## src/rtl/rosetta_loop_sequencer_pkg.sv

```systemverilog
// Shared definitions for the ROSETTA loop sequencer: FSM states, instruction
// field positions and the packed control vector driven to memories/address gens.
package rosetta_loop_sequencer_pkg;

  typedef enum logic [1:0] {
    ST_IDLE  = 2'd0,
    ST_RUN   = 2'd1,
    ST_NOPS  = 2'd2,
    ST_FETCH = 2'd3
  } state_t;

  localparam int INST_MODE    = 0;
  localparam int INST_NOPS_EN = 1;
  localparam int INST_ENOF    = 16;

  // Field order is the bit order, MSB first (im_ren is bit 10, r_addr_rst bit 0).
  typedef struct packed {
    logic im_ren;
    logic pam_x_ren;
    logic pam_y_ren;
    logic pam_r_ren;
    logic pam_r_wen;
    logic wm_ren;
    logic bm_ren;
    logic x_addr_wen;
    logic r_addr_wen;
    logic x_addr_rst;
    logic r_addr_rst;
  } ctrl_t;

endpackage

```

## src/rtl/rosetta_loop_counter.sv

```systemverilog
// Strided loop counter with an inclusive bound captured at load and a registered
// last flag that is valid in the same cycle as the count it describes.
module rosetta_loop_counter #(
  parameter int W    = 16,
  parameter int STEP = 1
) (
  input  logic         clk,
  input  logic         rst,
  input  logic         load,
  input  logic         en,
  input  logic [W-1:0] bound,
  output logic [W-1:0] count,
  output logic         last
);
  localparam logic [W-1:0] STEP_W = W'(STEP);

  logic [W-1:0] count_reg, count_next;
  logic [W-1:0] bound_reg, bound_next;
  logic         last_reg, last_next;

  // Remaining distance to the bound is compared, so a bound of all ones never overflows.
  always_comb begin
    count_next = count_reg;
    bound_next = bound_reg;
    last_next  = last_reg;
    if (load) begin
      bound_next = bound;
      count_next = '0;
      last_next  = bound < STEP_W;
    end else if (en) begin
      if (last_reg) begin
        count_next = '0;
        last_next  = bound_reg < STEP_W;
      end else begin
        count_next = count_reg + STEP_W;
        last_next  = (bound_reg - count_next) < STEP_W;
      end
    end
  end

  always_ff @(posedge clk) begin
    if (rst) begin
      count_reg <= '0;
      bound_reg <= '0;
      last_reg  <= 1'b0;
    end else begin
      count_reg <= count_next;
      bound_reg <= bound_next;
      last_reg  <= last_next;
    end
  end

  assign count = count_reg;
  assign last  = last_reg;

endmodule

```

## src/rtl/rosetta_loop_sequencer.sv

```systemverilog
// ROSETTA loop sequencer: accepts one instruction, walks the MAT inner/outer or
// ELEM element loop LANES elements per step, drains NOPs, then fetches the next.
module rosetta_loop_sequencer
  import rosetta_loop_sequencer_pkg::*;
#(
  parameter int CNT_W  = 16,
  parameter int NOPS_W = 8,
  parameter int LANES  = 4
) (
  input  logic              clk,
  input  logic              rst,
  input  logic              inst_valid,
  output logic              inst_ready,
  input  logic [31:0]       inst,
  input  logic [CNT_W-1:0]  beta_bound,
  input  logic [CNT_W-1:0]  p_bound,
  input  logic [NOPS_W-1:0] nops_count,
  input  logic              stall,
  output logic              im_ren,
  output logic              pam_x_ren,
  output logic              pam_y_ren,
  output logic              pam_r_ren,
  output logic              pam_r_wen,
  output logic              wm_ren,
  output logic              bm_ren,
  output logic              x_addr_wen,
  output logic              r_addr_wen,
  output logic              x_addr_rst,
  output logic              r_addr_rst,
  output logic [LANES-1:0]  lane_mask,
  output logic [CNT_W-1:0]  beta_idx,
  output logic [CNT_W-1:0]  p_idx,
  output logic              inst_done,
  output logic              busy
);
  localparam int LANE_W = (LANES > 1) ? $clog2(LANES) : 1;

  state_t             state_reg, state_next;
  logic               mode_reg, enof_reg, nops_go_reg;
  logic [LANE_W-1:0]  tail_reg;
  logic               load, inner_en, outer_en, nops_step;
  logic [CNT_W-1:0]   inner_bound, outer_bound, inner_idx, outer_idx;
  logic               inner_last, outer_last, nops_last;
  logic [NOPS_W-1:0]  nops_idx_unused;
  logic [LANES-1:0]   lane_mask_run;
  logic               unused_inst;
  ctrl_t              ctrl;

  assign unused_inst = ^{inst[31:INST_ENOF+1], inst[INST_ENOF-1:INST_NOPS_EN+1]};

  // ELEM reuses the inner counter as its element loop with a single outer pass.
  assign inner_bound = inst[INST_MODE] ? p_bound : beta_bound;
  assign outer_bound = inst[INST_MODE] ? '0 : p_bound;

  rosetta_loop_counter #(.W(CNT_W), .STEP(LANES)) u_inner (
    .clk(clk), .rst(rst), .load(load), .en(inner_en),
    .bound(inner_bound), .count(inner_idx), .last(inner_last)
  );

  rosetta_loop_counter #(.W(CNT_W), .STEP(1)) u_outer (
    .clk(clk), .rst(rst), .load(load), .en(outer_en),
    .bound(outer_bound), .count(outer_idx), .last(outer_last)
  );

  rosetta_loop_counter #(.W(NOPS_W), .STEP(1)) u_nops (
    .clk(clk), .rst(rst), .load(load), .en(nops_step),
    .bound(nops_count - NOPS_W'(1)), .count(nops_idx_unused), .last(nops_last)
  );

  for (genvar gi = 0; gi < LANES; gi++) begin : g_lane
    assign lane_mask_run[gi] = !inner_last || (LANE_W'(gi) <= tail_reg);
  end

  always_ff @(posedge clk) begin
    if (rst) begin
      state_reg   <= ST_IDLE;
      mode_reg    <= 1'b0;
      enof_reg    <= 1'b0;
      nops_go_reg <= 1'b0;
      tail_reg    <= '0;
    end else begin
      state_reg <= state_next;
      if (load) begin
        mode_reg    <= inst[INST_MODE];
        enof_reg    <= inst[INST_ENOF];
        nops_go_reg <= inst[INST_NOPS_EN] && (nops_count != '0);
        tail_reg    <= inner_bound[LANE_W-1:0];
      end
    end
  end

  always_comb begin
    state_next = state_reg;
    ctrl       = '0;
    inst_done  = 1'b0;
    lane_mask  = '0;
    load       = 1'b0;
    inner_en   = 1'b0;
    outer_en   = 1'b0;
    nops_step  = 1'b0;
    case (state_reg)
      ST_IDLE: begin
        if (inst_valid) begin
          load       = 1'b1;
          state_next = ST_RUN;
        end
      end
      ST_RUN: begin
        lane_mask = lane_mask_run;
        if (!stall) begin
          inner_en        = 1'b1;
          outer_en        = inner_last;
          ctrl.pam_x_ren  = 1'b1;
          ctrl.x_addr_wen = 1'b1;
          if (mode_reg) begin
            ctrl.pam_r_wen  = 1'b1;
            ctrl.r_addr_wen = 1'b1;
            ctrl.pam_y_ren  = !enof_reg;
            ctrl.pam_r_ren  = !enof_reg;
          end else begin
            ctrl.wm_ren = 1'b1;
            if (inner_last) begin
              ctrl.pam_r_wen  = 1'b1;
              ctrl.bm_ren     = 1'b1;
              ctrl.r_addr_wen = 1'b1;
              ctrl.x_addr_rst = 1'b1;
            end
          end
          if (inner_last && outer_last) begin
            inst_done  = 1'b1;
            state_next = nops_go_reg ? ST_NOPS : ST_FETCH;
          end
        end
      end
      ST_NOPS: begin
        if (!stall) begin
          ctrl.x_addr_rst = 1'b1;
          ctrl.r_addr_rst = 1'b1;
          nops_step       = 1'b1;
          if (nops_last) state_next = ST_FETCH;
        end
      end
      ST_FETCH: begin
        ctrl.im_ren     = 1'b1;
        ctrl.x_addr_rst = 1'b1;
        ctrl.r_addr_rst = 1'b1;
        state_next      = ST_IDLE;
      end
      default: state_next = ST_IDLE;
    endcase
  end

  assign inst_ready = (state_reg == ST_IDLE);
  assign busy       = (state_reg != ST_IDLE);
  assign beta_idx   = mode_reg ? '0 : inner_idx;
  assign p_idx      = mode_reg ? inner_idx : outer_idx;

  assign im_ren     = ctrl.im_ren;
  assign pam_x_ren  = ctrl.pam_x_ren;
  assign pam_y_ren  = ctrl.pam_y_ren;
  assign pam_r_ren  = ctrl.pam_r_ren;
  assign pam_r_wen  = ctrl.pam_r_wen;
  assign wm_ren     = ctrl.wm_ren;
  assign bm_ren     = ctrl.bm_ren;
  assign x_addr_wen = ctrl.x_addr_wen;
  assign r_addr_wen = ctrl.r_addr_wen;
  assign x_addr_rst = ctrl.x_addr_rst;
  assign r_addr_rst = ctrl.r_addr_rst;

endmodule
```

## config.mk

```make
export PLATFORM = sky130hd
export DESIGN_NAME = rosetta_loop_sequencer
export DESIGN_NICKNAME = d
export VERILOG_FILES = /design/src/rtl/rosetta_loop_sequencer_pkg.sv /design/src/rtl/rosetta_loop_counter.sv /design/src/rtl/rosetta_loop_sequencer.sv
export SDC_FILE = /design/constraint.sdc
export NUM_CORES = 1
export LEC_CHECK = 0
export ABC_CLOCK_PERIOD_IN_PS = 3550
export CORE_ASPECT_RATIO = 1.1
export CORE_MARGIN = 2
export CORE_UTILIZATION = 54
export CTS_CLUSTER_SIZE = 28
export DETAILED_ROUTE_END_ITERATION = 7
export PLACE_DENSITY = 0.9
export SYNTH_ARGS = -nofsm -noshare
export SYNTH_HDL_FRONTEND = slang
export SYNTH_SLANG_ARGS = --single-unit
export TNS_END_PERCENT = 20
```

## constraint.sdc

```tcl
create_clock -name clk -period 3.55 [get_ports clk]
set_clock_uncertainty 0.1 [all_clocks]
set_input_delay 0.71 -clock clk [delete_from_list [all_inputs] [get_ports clk]]
set_output_delay 0.71 -clock clk [all_outputs]
set_load 0.02 [all_outputs]
```

==> results of run 1 <==
worst paths after layout:
| path | startpoint | end | slack (ps) |
|---|---|---|---|
| min | mode_reg$_SDFFE_PP0P_ | mode_reg$_SDFFE_PP0P_ | 360 |
| min reg2reg | mode_reg$_SDFFE_PP0P_ | mode_reg$_SDFFE_PP0P_ | 360 |
| max | u_outer.count[1]$_SDFFE_PP0P_ | u_outer.last$_SDFFE_PP0P_ | 180 |
| max reg2reg | u_outer.count[1]$_SDFFE_PP0P_ | u_outer.last$_SDFFE_PP0P_ | 180 |
cell families after synthesis:
logic type	after synthesis	synth area share, %
AND/OR/NAND/NOR	338	25.8
XOR/XNOR	52	7.06
other	1	0.0562
AO/OA/AOI/OAI	208	20.6
buffers and inverters	90	5.57
multiplexers	37	5.82
adder cells (fa/ha/maj)	48	9.23
flip-flops	86	25.8
routing by layer:
metal | vias to the layer above | wire (um)
li1 | 3243 | -
met1 | 3202 | 7890
met2 | 279 | 9650
met3 | 78 | 1040
met4 | 0 | 1030
met5 | - | 0
cells in the mapped netlist (3+ instances only):
master	n
nor3_1	41
o21ai_0	25
o22ai_1	3
nor3b_1	6
nand3b_1	10
ha_1	46
nor2b_1	22
a2111oi_0	3
buf_1	8
a21oi_1	79
nor2_1	104
or3_1	4
nand2_1	51
and3_1	10
o221ai_1	3
and2_1	4
nand4_1	10
clkbuf_1	36
nand2b_1	13
buf_2	6
a22o_1	15
o21a_1	8
xnor2_1	30
a211o_1	4
a211oi_1	30
or2_2	4
o211ai_1	5
xor2_1	21
mux2i_1	23
nor4_1	22
inv_1	34
dfxtp_1	86
buf_4	5
o2111ai_1	5
o31a_1	3
a21o_1	7
and4_1	4
mux2_2	14
nand3_1	22
layout make-up:
type | count | area [sq um]
clock buffers | 12 | 246
clock inverters | 4 | 55.1
fillers | 976 | 3950
inverters | 34 | 128
multi-input cells | 685 | 4630
flip-flops and latches | 86 | 1720
well taps | 154 | 193
repair buffers | 114 | 1100
cells in the final DEF, fill, tap and decap left out, types with 9 or more instances in the layout:
| cell | n |
|---|---|
| a211oi_1 | 30 |
| nor3_1 | 41 |
| nor2_1 | 103 |
| xnor2_1 | 30 |
| a21oi_1 | 77 |
| nor4_1 | 21 |
| o21ai_0 | 25 |
| nor2b_1 | 22 |
| nand2b_1 | 13 |
| xor2_1 | 20 |
| a22o_1 | 15 |
| nand3b_1 | 10 |
| nand4_1 | 10 |
| mux2i_1 | 23 |
| clkdlybuf4s50_1 | 94 |
| ha_1 | 42 |
| and3_1 | 10 |
| nand3_1 | 22 |
| dfxtp_1 | 84 |
| buf_4 | 19 |
| inv_1 | 34 |
| mux2_2 | 14 |
| nand2_1 | 51 |
| clkbuf_16 | 9 |
power by group through the flow:
| stage | registers [uW] | logic, uW | clock network [uW] |
|---|---|---|---|
| 6_report | 1230 | 2060 | 978 |
| 5_1_grt | 1250 | 2270 | 1010 |
| 4_1_cts | 1230 | 2010 | 974 |
| 3_5_place_dp | 1250 | 1990 | 0 |
| 3_3_place_gp | 1240 | 1950 | 0 |
| 2_1_floorplan | 1190 | 1470 | 0 |
worst min-delay path, stage by stage, from the launching register on:
cell	delay [ps]
dfxtp_1	310
nand2_1	50
a21oi_1	50
metrics by stage:
stage	utilization, %	cells
2_1_floorplan	-	861
3_3_place_gp	64.2	1073
3_5_place_dp	64.2	1073
4_1_cts	66.7	1089
5_1_grt	67.2	1089
6_report	67.2	1089
==> summary.md, run 1 <==
| Metric | Value |
|---|---|
| N_diodes | 0 |
| PortBufs | 94 |
| Number of synthesized flops with an enable pin | 0 |
| CP max stage delay | 540 ps |
| Maximum number of pins on one net before global-route repair | 39 |
| Postcts setup bufs | 0 |
| Initial antenna violation count | 0 |
| Post-Syn Instances | 860 |
| Design area | 0.00808 sq mm |
| Seq pwr share | 28.8% |
| Fin. Hold Viols | 0 |
| Post-synth top area share | 25.8% |
| Cells along the critical path | ha_2 > nand3_1 > xor2_1 > ha_1 > nand2_1 > o21a_1 > a211oi_1 > o211ai_1 > a21oi_1 > mux2_2 > o21ai_0 |
| CTS resizes | 0 |
| Setup TNS | 0 ps |
| Yosys top cell by area | dfxtp_1 |
| CP bufs+invs | 0 |
| PD cells | 529 mW/mm^2 |
| Endpoints failing setup | 0 |
| Max-slew violation count | 0 |
| Startpoint types | flip-flop |
| Syn-to-layout area delta | 21.2% |
| Post-DP Area | 0.00773 sq mm |
| Rows | 42 |
| TritonCTS buffer count | 9 |
| Die Ht | 121 um |
| Grt ovf | 0 |
| Synthesis warning total | 0 |
| M2 GR Usage | 49.8% |
| Post-DP HPWL | 14.7 mm |
| Quantity of hold-fixing buffers added after cts | 0 |
| Total core area | 0.0120 sq mm |
| CTS tree | yes |
| Status | finished clean |
| Static leakage | 0.00313 uW |
| Clk pin slew, worst setup/hold paths | 60 ps |
| Initial core utilization | 55.4% |
| Reg2Reg Depth | 11 |
| Largest cells by area after synthesis | dfxtp_1 26%, ha_1 8.6%, a21oi_1 5.9% |
| Syn avg cell area | 7.75 sq um |
| First-pass GRT wire length | 31.3 mm |
| Die width | 110 um |
| Clock Tree Root | clkbuf_16 |
| Combinational power share | 48.3% |
| Routing usage on met3 | 4.53% |
| WP depth | 11 |
| Int Pwr | 2550 uW |
| Total GRT Usage | 29.9% |
| Switching Share | 40.4% |
| Clk network pwr share | 22.9% |
| Routed WL | 19.6 mm |
| # IOs | 126 |
| Hold WC Path Type | reg -> reg |
| Ratio of cells with drive above 1 in the final layout | 7.59% |
| CTS max path bufs | 2 |
| CP top delay family | compound AO/OA/AOI/OAI gates |
| Number of max-cap violations | 0 |
| Met1 Usage GRT | 36.5% |
| Via count | 6802 |
| RSZ-0062 raised after global routing | false |
| Async S/R FF share, synth | 0% |
| CTS sink count | 86 |
| H-tree levels | 3 |
| DR iter-0 viols | 626 |
| Mapped Area | 0.00667 sq mm |
| Worst Setup Path Type | reg -> reg |
| Most used DFF post-synth | dfxtp_1 |
| Netlist cell types | 65 |
| Busiest layer in global routing | met2 |
| Seq/Total Area, Yosys | 25.8% |
| Worst Tran Pin Value | 1050 ps |
| Slowest cell on crit path | ha_1 |
| FMAX | 297 MHz |
| Via count normalized by instance count | 6.25 |
| Tot Pwr | 4270 uW |
| DRC errors left | 0 |
| Clock period minus worst slack | 3370 ps |
| DIE AREA | 0.0133 sq mm |
| Post-placement worst setup slack | 244 ps |
| Arrival time at the worst endpoint | 3540 ps |
| P_sw | 1730 uW |
| WHS Path Cells | 2 |
| GPL Wtd Cong | 0.952 |
| Peak supply drop | 0.254 mV |
| Max-slew headroom | 29.4% |
| Drt wl/cell | 18.0 um |
| DRT antenna net count | 0 |
| Seq cells post-synth | 86 |
| Vias in the first global route | 6471 |
| Clock Latency Late Sink | 350 ps |
| Nets | 1054 |
| Final period utilization | 95.0% |
| Maximum fanout along the worst path | 11 |
| Post-route setup slack | 178 ps |
| CP endpoint kind | flip-flop |
| WHS | 357 ps |
| Iteration count of the initial detailed-routing pass | 6 |
| CP Data Required Time | 3720 ps |
Power figures use the tool's default switching activity.
==> run 2, diff against run 1 <==
--- a/config.mk
+++ b/config.mk
@@ -8,10 +8,11 @@
 export ABC_CLOCK_PERIOD_IN_PS = 3550
 export CORE_ASPECT_RATIO = 1.1
 export CORE_MARGIN = 2
-export CORE_UTILIZATION = 54
+export CORE_UTILIZATION = 60
 export CTS_CLUSTER_SIZE = 28
 export DETAILED_ROUTE_END_ITERATION = 7
-export PLACE_DENSITY = 0.9
+export DONT_BUFFER_PORTS = 1
+export PLACE_DENSITY = 0.84
 export SYNTH_ARGS = -nofsm -noshare
 export SYNTH_HDL_FRONTEND = slang
 export SYNTH_SLANG_ARGS = --single-unit
==> run 2 against run 1 <==
  * Non-clock buffer count decreased by 90
  * Worst setup slack got worse by 1.8 ps
  * Clock power decreased by 0.8%
  * Hold slack got worse by 22 ps
  * Final area decreased by 12%
  * First-iteration DRC count decreased by 14%
  * Die area decreased by 9.7%
  * Total power decreased by 4.4%
  * Combinational power decreased by 9%
  * Largest cell class unchanged
==> summary.md, run 2 (synthesized netlist as in run 1, its figures left out) <==
| Metric | Value |
|---|---|
| Rows | 40 (-4.8%) |
| Die Ht | 115 um (-5.0%) |
| Peak supply drop | 0.367 mV (+45%) |
| Syn-to-layout area delta | 7.15% |
| Nets | 964 (-8.5%) |
| RSZ-0062 raised after global routing | false |
| TritonCTS buffer count | 9 (unchanged) |
| Iteration count of the initial detailed-routing pass | 5 (-1) |
| Clk pin slew, worst setup/hold paths | 70 ps (about the same) |
| Quantity of hold-fixing buffers added after cts | 0 (unchanged) |
| Fin. Hold Viols | 0 (unchanged) |
| DRC errors left | 0 (unchanged) |
| Non-Filler Instances | 991 (-9.0%) |
| Via count | 6400 (-5.9%) |
| PortBufs | 0 (-100%) |
| Maximum fanout along the worst path | 6 (-5) |
| Max-slew violation count | 0 (unchanged) |
| Clock Latency Late Sink | 350 ps (about the same) |
| N_diodes | 0 (unchanged) |
| Fillers | 928 (-4.9%) |
| Drt wl/cell | 19.1 um (+5.9%) |
| Post-layout util | 65.8% (-1.4 points) |
| Number of max-cap violations | 0 (unchanged) |
| PD cells | 572 mW/mm^2 (+8.1%) |
| Most common cell after layout, fill and taps aside | nor2_1 |
| Via count normalized by instance count | 6.46 (+3.4%) |
| Vias in the first global route | 6044 (-6.6%) |
| Initial core utilization | 61.4% (+6.0 points) |
| Post-DP HPWL | 14.2 mm (-2.9%) |
| Routed WL | 18.9 mm (-3.6%) |
| Tot Pwr | 4080 uW (-4.4%) |
| Slowest cell on crit path | dfxtp_1 |
| Startpoint types | flip-flop |
| Post-route setup slack | 176 ps (-1.76 ps) |
| First-pass GRT wire length | 30.0 mm (-4.3%) |
| CP max stage delay | 440 ps (-100 ps) |
| Worst Setup Path Type | reg -> reg |
| Worst Tran Pin Value | 755 ps (-300 ps) |
| Arrival time at the worst endpoint | 3540 ps (about the same) |
| GPL Wtd Cong | 1.02 (+7.1%) |
| Clock Tree Root | clkbuf_16 |
| CP endpoint kind | flip-flop |
| Final period utilization | 95.0% (about the same) |
| Max-slew headroom | 49.2% (+20 points) |
| Multi-input logic area | 0.00462 sq mm (-0.32%) |
| CTS max path bufs | 2 (unchanged) |
| Endpoints failing setup | 0 (unchanged) |
| Die width | 105 um (-4.9%) |
| Status | finished clean |
| Hold WC Path Type | in -> reg |
| Total GRT Usage | 31.4% (+1.5 points) |
| Cells along the critical path | nand4_2 > nor3_4 > nand3_1 > xor2_2 > ha_1 > nor2b_1 > a222oi_1 > nand4_1 > nor4b_1 > and4_1 > o2111ai_1 > o31ai_1 |
| Total core area | 0.0109 sq mm (-9.8%) |
| Setup TNS | 0 ps (unchanged) |
| Static leakage | 0.00279 uW (-11%) |
| CP Data Required Time | 3710 ps (about the same) |
| DIE AREA | 0.0120 sq mm (-9.7%) |
| DR iter-0 viols | 540 (-14%) |
| Ratio of cells with drive above 1 in the final layout | 8.41% (+0.82 points) |
| CTS tree | yes |
| Clock period minus worst slack | 3370 ps (+1.76 ps) |
| Register area | 0.00172 sq mm (unchanged) |
| Grt ovf | 0 (unchanged) |
| Maximum number of pins on one net before global-route repair | 39 (unchanged) |
| Initial antenna violation count | 0 (unchanged) |
| H-tree levels | 3 (unchanged) |
| FMAX | 296 MHz (about the same) |
| DRT antenna net count | 0 (unchanged) |
| Placed Cells | 975 (-9.1%) |
| # IOs | 126 (unchanged) |
| Most frequent cells in the layout | 103 x nor2_1, 84 x dfxtp_1, 78 x a21oi_1, 51 x nand2_1, 43 x ha_1 |
| CTS sink count | 86 (unchanged) |
| Post-placement worst setup slack | 111 ps (-133 ps) |
## run 2: metrics by stage
stage | hold slack (ps) | area (sq um)
after floorplan | 331 | 6670
after global placement | 336 | 6800
after detailed placement | 344 | 6800
after CTS | 323 | 7100
after global routing | 320 | 7140
final | 335 | 7140
## run 2: final timing paths
path,startpoint,end,slack [ps],cells past startpoint
worst max-delay path,u_inner.count[7]$_SDFFE_PP0P_,u_inner.last$_SDFFE_PP0P_,180,12
worst min-delay path,rst,nops_go_reg$_SDFFE_PP0P_,330,1
worst max register to register,u_inner.count[7]$_SDFFE_PP0P_,u_inner.last$_SDFFE_PP0P_,180,12
worst min register to register,enof_reg$_SDFFE_PP0P_,enof_reg$_SDFFE_PP0P_,350,2
## run 2: critical path, delay by kind of cell (launching register included)
| kind | cells | cell delay, ps |
|---|---|---|
| adders and majority gates | 1 | 370 |
| xor gates and xnor gates | 1 | 190 |
| DFF | 1 | 440 |
| and+or+nand+nor | 7 | 1570 |
| AOI/OAI and AO/OA | 3 | 630 |
## run 2: layout make-up
cell class / count / area share [%]
inverter: 34 / 1.79
clock inverter: 4 / 0.771
timing repair buffer: 24 / 2.70
tap: 147 / 2.57
clock buffer: 11 / 3.40
sequential: 86 / 24.1
multi-input combinational: 685 / 64.6
## run 2: repair_timing
item                                    4_1_cts  5_1_grt
endpoints found under the hold margin         0        0
endpoints found under the setup margin        0        2
resized for setup                             0       12
setup buffers                                 0        1
## run 2: per-layer routing
metal  global-route usage, %  vias up  wire (um)  part of all wire [%]
met5                       0        -          0                     0
met4                    19.3        0       1170                   6.2
met3                    5.81       71       1160                   6.2
met2                    52.5      266       8920                    47
met1                    37.5     3001       7640                    40
li1                        -     3062          -                     -
## run 2: power breakdown
group / leakage (uW) / internal, uW / switching [uW] / total, uW
Combinational: 0.00195 / 748 / 1130 / 1880
Clock: 0.000143 / 566 / 404 / 970
Sequential: 0.000702 / 1090 / 140 / 1230
==> run 3, diff against run 2 <==
--- a/config.mk
+++ b/config.mk
@@ -9,6 +9,7 @@
 export CORE_ASPECT_RATIO = 1.1
 export CORE_MARGIN = 2
 export CORE_UTILIZATION = 60
+export CTS_CLUSTER_DIAMETER = 30
 export CTS_CLUSTER_SIZE = 28
 export DETAILED_ROUTE_END_ITERATION = 7
 export DONT_BUFFER_PORTS = 1
==> results of run 3 <==
No change in the layout: final DEF, timing and power equal those of run 2.
==> RTL edit 1 (flow settings as in run 2) <==
Make the reset (`rst`) asynchronous in 2 clocked blocks.
--- a/src/rtl/rosetta_loop_counter.sv
+++ b/src/rtl/rosetta_loop_counter.sv
@@ -38,7 +38,7 @@
     end
   end
 
-  always_ff @(posedge clk) begin
+  always_ff @(posedge clk or posedge rst) begin
     if (rst) begin
       count_reg <= '0;
       bound_reg <= '0;
--- a/src/rtl/rosetta_loop_sequencer.sv
+++ b/src/rtl/rosetta_loop_sequencer.sv
@@ -71,7 +71,7 @@
     assign lane_mask_run[gi] = !inner_last || (LANE_W'(gi) <= tail_reg);
   end
 
-  always_ff @(posedge clk) begin
+  always_ff @(posedge clk or posedge rst) begin
     if (rst) begin
       state_reg   <= ST_IDLE;
       mode_reg    <= 1'b0;
Check against the original RTL: differs if rst is asserted again (counterexample within 4 cycles, from zero or initial values and one cycle with rst high); with rst held inactive, the same outputs for 4 cycles.
==> RTL edit 1 against run 2 <==
Final area is 1.4% higher. Critical path depth grew 1. Wire length fell by 2.1%. Synthesized cell count down 4.7%. Sequential power up 28%. Power rose by 31%. Via count fell by 2.4%. Sequential cell count unchanged. Combinational power up 54%. Area after synthesis rose by 0.94%. Worst setup slack gained 0.024 ns. Critical endpoint is now u_outer.last. Largest cell class unchanged.
==> RTL edit 1: results (changes against run 2) <==
Setup path:
- Broken down by cell family, the worst path's largest delay share belongs to compound AO/OA/AOI/OAI gates.
- The terminus of the critical flop-to-flop path is u_outer.last.
- The maximum fanout count along the critical path is 5 (-1).
- The library cell contributing the largest single delay on the critical path is sky130_fd_sc_hd__dfrtp_2.
- The data arrival time of the critical path came to 3.51 ns (-0.03 ns).

Pwr:
- The worst voltage drop across the vdd grid was 493 uV (+34%).
- The static leakage came to 3.10 nW (+11%).

Synthesis:
- The cell count after synthesis is 820 (-4.7%).
- The proportion of synthesized flip-flops having asynchronous set or reset is 100% (+100 points).
- The sequential cell area fraction in the yosys report is 32.0% (+6.2 points).
- The share of synthesized area spent on multiplexers is 5.00% (-0.82 points).
- The area fraction in compound gates after synthesis is 18.4% (-2.2 points).
- Ranked by instance count, the synthesized netlist is headed by 132 x sky130_fd_sc_hd__nand2_1, 86 x sky130_fd_sc_hd__dfrtp_1, 69 x sky130_fd_sc_hd__o21ai_0.
- The adder and majority gate portion of the synthesized area is 9.15% (-0.086 points).

Drt:
- The routed wire length per instance is 19.2 um (+0.85%).
- The length of routed wiring on met1 came to 7300 um (-4.5%).
- The length of the first detailed-routing pass in iterations was 6 (+1).

Global route:
- The number of global-route vias before repair was 5993 (-0.84%).
- The met1 layer usage reported by global route is 39.1% (+1.6 points).
- The met2 track utilization from global routing came to 53.9% (+1.4 points).
- The met3 demand-to-capacity share in global routing was 7.03% (+1.2 points).

Place:
- The placement-stage worst setup slack is 0.114 ns (+0.00284 ns).
- The total cell area at the placement stage is 6870 sq um (+1.0%).

Min path:
- The tightest min-delay check is of the primary input to async pin type.

STA:
- The final critical path time including I/O delays and setup is 3.35 ns (-0.0239 ns).
- The tightest hold margin is 0.147 ns (-0.188 ns).

Run status:
- The flow ran to the end, and the final reports show no timing, DRC or antenna violations.

Floorplanning:
- The placeable core area came to 10900 sq um (+0.46%).

Final layout:
- The non-clock buffer area fraction after layout was 2.07% (-0.62 points).
- The number of inserted filler cells in the final layout is 919 (-0.97%).
- The count of multi-input combinational gates is 661 (-3.5%).
- The clock network area share came to 3.73% (-0.44 points).
- The multi-input combinational cell area is 4360 sq um (-5.6%).
- The number of non-clock inverters in the layout is 32 (-5.9%).
[RTL edit 1: cell types whose count changed in the layout (fill, tap and decap cells not counted), sizes merged, moves of 7 or more]
cell | run 2 | this run
a211oi | 30 | 3
dfrtp | 0 | 86
a21oi | 79 | 22
nand2 | 51 | 132
o21ai | 25 | 99
nor2 | 105 | 54
nand3b | 10 | 3
a22o | 15 | 2
dfxtp | 86 | 0
o31ai | 2 | 13
nor3 | 42 | 17
a31oi | 1 | 8
[RTL edit 1: worst max-delay path by stage]
stage / from / end / depth (start not counted)
floorplan: u_outer.count[0] / u_outer.last / 13
global placement: u_outer.count[0] / u_outer.last / 13
detailed placement: u_outer.count[0] / u_outer.last / 13
CTS: u_outer.count[0] / u_outer.last / 13
global route: u_outer.count[0] / u_outer.last / 15
finish: u_outer.count[0] / u_outer.last / 13
[RTL edit 1: report_power, final]
part / leakage (nW) / internal, mW / switching (mW)
combinational: 1.85 / 1.15 / 1.74
clock: 0.126 / 0.493 / 0.386
sequential: 1.13 / 1.24 / 0.346
==> RTL edit 2 (settings of run 2) <==
Made on the original files. `CNT_W`: 16 -> 24.
--- a/src/rtl/rosetta_loop_sequencer.sv
+++ b/src/rtl/rosetta_loop_sequencer.sv
@@ -3,7 +3,7 @@
 module rosetta_loop_sequencer
   import rosetta_loop_sequencer_pkg::*;
 #(
-  parameter int CNT_W  = 16,
+  parameter int CNT_W  = 24,
   parameter int NOPS_W = 8,
   parameter int LANES  = 4
 ) (
Ports: changed (resized beta_bound, beta_idx, p_bound and p_idx); port bits go from 126 to 158. No check against the original RTL was run, so the function may have changed too.
==> RTL edit 2 against run 2 <==
The flow now finishes with violations (negative setup slack). Fmax shrank 18%. Sequential cell count grew 32. Area after synthesis grew 41%. Final area grew 60%. Worst setup slack lost 0.74 ns. Power grew 64%. Synthesized cell count grew 45%. Wire length grew 70%. Sequential share of layout area shrank 3.4 points. Largest power group unchanged. Highest routed layer is now met5.
==> RTL edit 2: results (changes against run 2) <==
Run status:
- The run finished, with violations left.
- The final reports fail on negative setup slack.

STA:
- The headroom to the max-slew limit is 41.2% (-7.9 points).
- The final worst slack was -0.559 ns (-0.736 ns).
- The number of endpoints failing setup at the final stage is 2 (+2).

Drt:
- Routed signal wires occupy layers up through met5.
- The length of the first detailed-routing pass in iterations came to 7 (+2).
- The via count is 10400 (+63%).
- The length of routed wiring on met1 is 12500 um (+64%).
- The total length of routed wires came to 32100 um (+70%).
- The DRC violation total after the first TritonRoute iteration is 1303 (+140%).

Setup path:
- The maximum fanout count along the critical path is 3 (-3).
- The worst-case register-to-register setup slack came to -0.56 ns (-0.74 ns).
- The worst reg-to-reg path cell count is 18 (+6).
- The data arrival time of the critical path came to 4.35 ns (+0.81 ns).
- Among all stages on the critical path, the largest delay is contributed by sky130_fd_sc_hd__or4_1.
- The startpoint type of the worst setup path is a flop.
- The delay of the slowest critical-path stage is 0.50 ns (+0.06 ns).
- In this run the critical register-to-register path is launched from u_inner.count[3].

Final layout:
- The share of cells above drive strength 1 was 19.7% (+11 points).
- The number of nets at the end of the flow was 1539 (+60%).

Synthesis:
- Yosys attributes the largest share of cell area to sky130_fd_sc_hd__dfxtp_1 25%, sky130_fd_sc_hd__ha_1 8.1%, sky130_fd_sc_hd__nor2_1 7.1%.
- The sequential cell area fraction in the yosys report is 25.2% (-0.66 points).
- The number of distinct library cells after synthesis came to 67 (+3.1%).
- Among all flip-flop cells after synthesis, the most frequent one is sky130_fd_sc_hd__dfxtp_1.
- By count the netlist is led by 178 x sky130_fd_sc_hd__nor2_1, 118 x sky130_fd_sc_hd__dfxtp_1, 107 x sky130_fd_sc_hd__a21oi_1.

Global route:
- The met1 layer usage reported by global route was 48.1% (+11 points).
- The global routing usage summed across all routing layers was 38.4% (+7.0 points).
- The met2 track utilization from global routing was 62.0% (+9.6 points).
- The number of global-route vias before repair came to 9752 (+61%).
- The number of antenna violations at the first check in global routing is 1 (+1).
- The global-route wire length before repair is 49900 um (+66%).
- The largest net degree at the start of global routing is 49 (+26%).

Place:
- The placement-stage worst setup slack is -0.537 ns (-0.648 ns).
- The detailed placer's ending HPWL was 23500 um (+65%).
- The total cell area at the placement stage is 10800 sq um (+59%).
- The weighted congestion at the end of routability-driven global placement was 1.01 (-1.2%).

Clock network:
- The clock latency on the worst-skew pair is 0.43 ns (+0.08 ns).
- The number of clock buffers inserted by TritonCTS is 17 (+8).
- The CTS H-tree depth was 4 (+1).
- The root buffer cell chosen for the clock tree is sky130_fd_sc_hd__clkbuf_16.

Pwr:
- The static leakage is 4.79 nW (+72%).
- The worst voltage drop across the vdd grid came to 424 uV (+16%).
RTL edit 2: layout make-up:
cell class	instances	area, sq um
clock buffer	19	433
clock inverter	13	148
fill	1054	3730
inverter	46	173
multi-input combinational	1005	6600
sequential	118	2370
tap	196	245
timing repair buffer	196	1470
RTL edit 2: worst min-delay path by stage:
stage	start	end	slack, ns	depth (start not counted)
3_5_place_dp	nops_go_reg	nops_go_reg	0.34	2
2_1_floorplan	nops_go_reg	nops_go_reg	0.33	2
3_3_place_gp	nops_go_reg	nops_go_reg	0.33	2
6_report	rst	u_nops.bound_reg[1]	0.24	1
5_1_grt	rst	u_nops.bound_reg[6]	0.24	1
4_1_cts	rst	mode_reg	0.24	1
RTL edit 2: cells by family (layout without fill, tap and decap cells):
| family | count (synthesis) | after routing | synth area share, % |
|---|---|---|---|
| fa+ha+maj | 63 | 63 | 8.56 |
| flops | 118 | 118 | 25.2 |
| buf+inv | 127 | 274 | 5.50 |
| mux | 56 | 56 | 6.24 |
| other cells | 1 | 2 | 0.0399 |
| simple gates | 485 | 485 | 25.5 |
| xor+xnor | 73 | 73 | 6.81 |
| compound gates | 326 | 326 | 22.2 |
RTL edit 2: what timing repair did:
item / in CTS / in global routing
pin swaps: 0 / 1
endpoints found under the hold margin: 0 / 0
setup buffers: 0 / 1
gates resized for setup: 4 / 3
endpoints found under the setup margin: 2 / 2
RTL edit 2: stage by stage:
step	power, mW	cells
5_1_grt	7.06	1593
4_1_cts	6.58	1592
3_5_place_dp	4.84	1560
3_3_place_gp	4.75	1560
6_report	6.70	1593
2_1_floorplan	3.80	1250
RTL edit 2: power breakdown:
part	internal (mW)	leakage [nW]	switching (mW)
clock	1.04	0.271	0.691
sequential	1.49	0.963	0.227
combinational	1.43	3.55	1.82
